`src/rtl/jtl_line.sv`:
```
// jtl_line: multi-channel SFQ pulse delay line.
// Each channel turns toggle-encoded input edges into pulses and delays them
// through DEPTH register stages. Channels can be masked by an enable, and all
// channels are blanked for a short window after reset. The output is either
// toggle or return-to-zero encoded, and each channel counts its emitted pulses.
module jtl_line #(
    parameter int WIDTH   = 4,
    parameter int DEPTH   = 3,
    parameter int STARTUP = 2,
    parameter int TOGGLE  = 1,
    parameter int CW      = 8
) (
    input  logic                clk,
    input  logic                rst,
    input  logic [WIDTH-1:0]    in,
    input  logic [WIDTH-1:0]    en,
    output logic [WIDTH-1:0]    out,
    output logic [WIDTH*CW-1:0] pulse_cnt,
    output logic                busy,
    output logic                ready
);

    // The startup counter needs enough bits to hold STARTUP. A zero-length
    // window still needs a 1-bit register, which simply stays at zero.
    localparam int SW = (STARTUP > 0) ? $clog2(STARTUP + 1) : 1;

    logic [SW-1:0]    startup_cnt;
    logic [WIDTH-1:0] in_q;
    logic [WIDTH-1:0] stage [DEPTH];
    logic [WIDTH-1:0] accepted;
    logic [WIDTH-1:0] emerging;

    // ready uses the counter value from before the edge, so an edge sampled
    // on the same edge where the counter reaches zero is still absorbed.
    assign ready    = (startup_cnt == '0);
    assign accepted = (in ^ in_q) & en & {WIDTH{ready}};
    assign emerging = stage[DEPTH-1];

    // Count down the post-reset blanking window and then hold at zero.
    always_ff @(posedge clk) begin
        if (rst) begin
            startup_cnt <= SW'(STARTUP);
        end else if (!ready) begin
            startup_cnt <= startup_cnt - 1'b1;
        end
    end

    // Remember the last input level. During reset this absorbs a held
    // nonzero level, and while gated it stops a masked edge from being
    // replayed later.
    always_ff @(posedge clk) begin
        in_q <= in;
    end

    // Shift the accepted pulses through the delay stages. Reset discards
    // anything that is still in flight.
    always_ff @(posedge clk) begin
        if (rst) begin
            for (int k = 0; k < DEPTH; k++) begin
                stage[k] <= '0;
            end
        end else begin
            stage[0] <= accepted;
            for (int k = 1; k < DEPTH; k++) begin
                stage[k] <= stage[k-1];
            end
        end
    end

    // Drive the output from the last stage: invert for toggle encoding,
    // or copy it for a one-cycle return-to-zero pulse.
    always_ff @(posedge clk) begin
        if (rst) begin
            out <= '0;
        end else if (TOGGLE != 0) begin
            out <= out ^ emerging;
        end else begin
            out <= emerging;
        end
    end

    // Count emitted pulses per channel. Each counter wraps silently.
    always_ff @(posedge clk) begin
        if (rst) begin
            pulse_cnt <= '0;
        end else begin
            for (int i = 0; i < WIDTH; i++) begin
                pulse_cnt[i*CW +: CW] <= pulse_cnt[i*CW +: CW] + CW'(emerging[i]);
            end
        end
    end

    // busy is high while any stage of any channel still holds a pulse.
    always_comb begin
        busy = 1'b0;
        for (int k = 0; k < DEPTH; k++) begin
            busy = busy | (|stage[k]);
        end
    end

endmodule

```
`config.mk`:
```
export PLATFORM = sky130hd
export DESIGN_NAME = jtl_line
export DESIGN_NICKNAME = d
export VERILOG_FILES = /design/src/rtl/jtl_line.sv
export SDC_FILE = /design/constraint.sdc
export NUM_CORES = 1
export LEC_CHECK = 0
export CAP_MARGIN = 20
export CORE_ASPECT_RATIO = 1.1
export CORE_MARGIN = 4
export CORE_UTILIZATION = 52
export CTS_CLUSTER_DIAMETER = 120
export DETAILED_ROUTE_END_ITERATION = 8
export PLACE_DENSITY = 0.88
export SYNTH_ARGS = -nofsm -noshare
export SYNTH_HDL_FRONTEND = slang
export SYNTH_SLANG_ARGS = --single-unit
```
`constraint.sdc`:
```
create_clock -name clk -period 2.5 [get_ports clk]
set_input_delay 0.5 -clock clk [delete_from_list [all_inputs] [get_ports clk]]
set_output_delay 0.5 -clock clk [all_outputs]
set_load 0.005 [all_outputs]
```
==> flow_summary.ini <==
[outcome]
status = finished, final reports clean

[finish]
area_growth_pct = 30.0
insertedDiodeCount = 0
final_layout_size_suffix_gt1_share_pct = 4.47
fin_nets = 266

[drt]
vias = 1483
drt-pass1-iter-count = 4
drtIter0Drc = 115
wirelength_um = 3550
antenna_left = 0
drc_errors = 0
routed_via_density = 5.01
wl_per_cell_um = 12.0

[yosys]
netlist_area_um2 = 1980
synth_cell_types = 21
yosysMostFrequentCell = dfxtp_1
synth_seq_area_share_pct = 54.5
ys.flop_type = dfxtp_1
yosys-top-cells-count = dfxtp_1, nor2_1, nor2b_1
synth_seq_cells = 54
yosysWarnings = 0
syn_inst = 196
yosysTopAreaCell = dfxtp_1
yosys-top-cells-area = dfxtp_1, ha_1, xor2_1
async_reset_ff_share_pct = 0
avgSynthCellArea_um2 = 10.1
synth_nets = 216
yosysTopAreaCellShare_pct = 54.5
synth_edf_count = 0

[pwr]
ir_drop_v = 0.000414
p_seq_share_pct = 61.2
p_leak_nw = 0.966
sw_frac_of_total_pct = 21.1
power.density_nw_per_um2 = 570
power_frac_clock_pct = 29.3
comb_power_share_pct = 9.5
switchingPower_uw = 310
p_int_mw = 1.16

[flow_run]
maxCapViolations = 0

[die]
dieHeight_um = 72.8
core-area_um2 = 3650
dieWidth_um = 66.9
placementRows = 23
num_io_pins = 48
initial_core_util_pct = 54.3
die_area_um2 = 4870

[timing]
fin_crit_ns = 2.05
slew_violations = 0
max_freq_ghz = 0.487
final_hold_viol_count = 0
rsz0062_at_grt = false
holdWs_ns = 0.470
tightestPinTransition_ns = 0.441
max_slew_margin_pct = 70.6
fin_setup_tns_ns = 0
skew_ns = 0.00187
post-route-period-util_pct = 82.2
setup_viol = 0

[grt]
grt_pass1_vias = 1462
grt_usage_pct = 16.2
grt_max_degree = 46
use_met2_pct = 28.1
grt.busiest_layer = met2
grt_pass1_wl_um = 6060
gr-usage-met1_pct = 18.5
antenna_found_initial = 0
grt_overflow = 0
grt.met3_usage_pct = 3.85

[setup_path]
cp-end-kind = primary output
slowest_stage = clkdlybuf4s50_1
slowest_delay_ns = 0.47
path_max_fanout = 4
setup.worst_path.class = flip-flop to primary output
arrival_ns = 1.55
crit_path_cell_trace = nor4_1 -> nand3_1 -> clkdlybuf4s50_1
startpoint_type = flip-flop
crit_required_ns = 2.00

[clocking]
postCtsSetupRepairBufs = 0
clockBufferDepth = 2
cts_resized = 0
cts-root-buf = clkbuf_8
htreeDepth = 2
clock_sinks = 54
numCtsBuffers = 5
clk_latency_ns = 0.29
tritoncts = yes
cts-hold-fix-buffers = 0
cts.clk_slew.worst_paths_ns = 0.08

[placed_design]
place.gp.congestion = 0.725
dp_hpwl_um = 2630
portBuffers = 47

[hold_path]
min_path_type = flip-flop to flip-flop
==> layout make-up <==
type / count / area (um^2)
Timing Repair Buffer: 48 / 478
Fill cell: 284 / 1070
Clock buffer: 7 / 76.3
Inverter: 2 / 7.51
Tap cell: 50 / 62.6
Multi-Input combinational cell: 135 / 875
Sequential cell: 54 / 1080
==> registers in the layout, summed over array words and instances (netlist names) <==
| name | flops |
|---|---|
| startup_cnt | 2 |
| in_q | 4 |
| pulse_cnt | 32 |
| out | 4 |
| stage | 12 |
==> power groups by stage <==
stage | sequential [mW] | combinational (mW) | clock (mW)
2_1_floorplan | 0.918 | 0.0828 | 0
4_1_cts | 0.901 | 0.144 | 0.450
3_3_place_gp | 0.920 | 0.137 | 0
3_5_place_dp | 0.921 | 0.142 | 0
6_report | 0.900 | 0.140 | 0.430
5_1_grt | 0.904 | 0.161 | 0.474
==> through the flow <==
step / instance area [um^2] / setup slack [ns] / total power, mW / instances / utilization, %
after floorplan: 1980 / 1.22 / 1.00 / 196 / -
after global placement: 2500 / 0.790 / 1.06 / 289 / 68.5
after detailed placement: 2500 / 0.756 / 1.06 / 289 / 68.5
after CTS: 2580 / 0.410 / 1.49 / 296 / 70.6
after global routing: 2580 / 0.373 / 1.54 / 296 / 70.6
final: 2580 / 0.445 / 1.47 / 296 / 70.6
==> worst paths after layout <==
check                    start            end  slack [ns]  cells past startpoint
setup / recovery  stage[0][11]           busy        0.45                      3
hold reg to reg    stage[0][5]    stage[0][9]        0.47                      1
hold / removal     stage[0][5]    stage[0][9]        0.47                      1
setup reg to reg  stage[0][11]  pulse_cnt[30]        1.09                      5
==> kinds of logic after synthesis <==
logic type               Yosys count  share of synthesized area (%)
AO/OA/AOI/OAI                     24                           6.05
XOR/XNOR                          21                           9.27
adder cells (fa/ha/maj)           10                           6.31
buffers and inverters              7                           1.45
flip-flops                        54                           54.5
multiplexers                       1                          0.504
AND/OR/NAND/NOR                   79                           21.9
==> worst max-delay path, delay by kind of cell, from the launching register on <==
family	cells	cell delay (ns)
buffers and inverters	1	0.47
flip-flops	1	0.36
AND/OR/NAND/NOR	2	0.44
==> layout by cell type (no fill, tap or decap), drive strengths merged <==
cell type,n
nor4,3
a21oi,12
or2,1
xor2,13
buf,1
dfxtp,54
clkbuf,7
xnor2,8
nand2,8
inv,2
clkdlybuf4s50,47
nor2,17
o21ai,12
mux2i,1
ha,10
nor2b,17
or3,12
and3,4
nand3,13
nand4,4
==> per-layer routing <==
layer / share of wire (%) / wire length [um]
met5: 0 / 0
met4: 1.6 / 58
met3: 5.8 / 205
met2: 50 / 1760
met1: 43 / 1530
No activity file was read; power rests on OpenSTA's default activity.
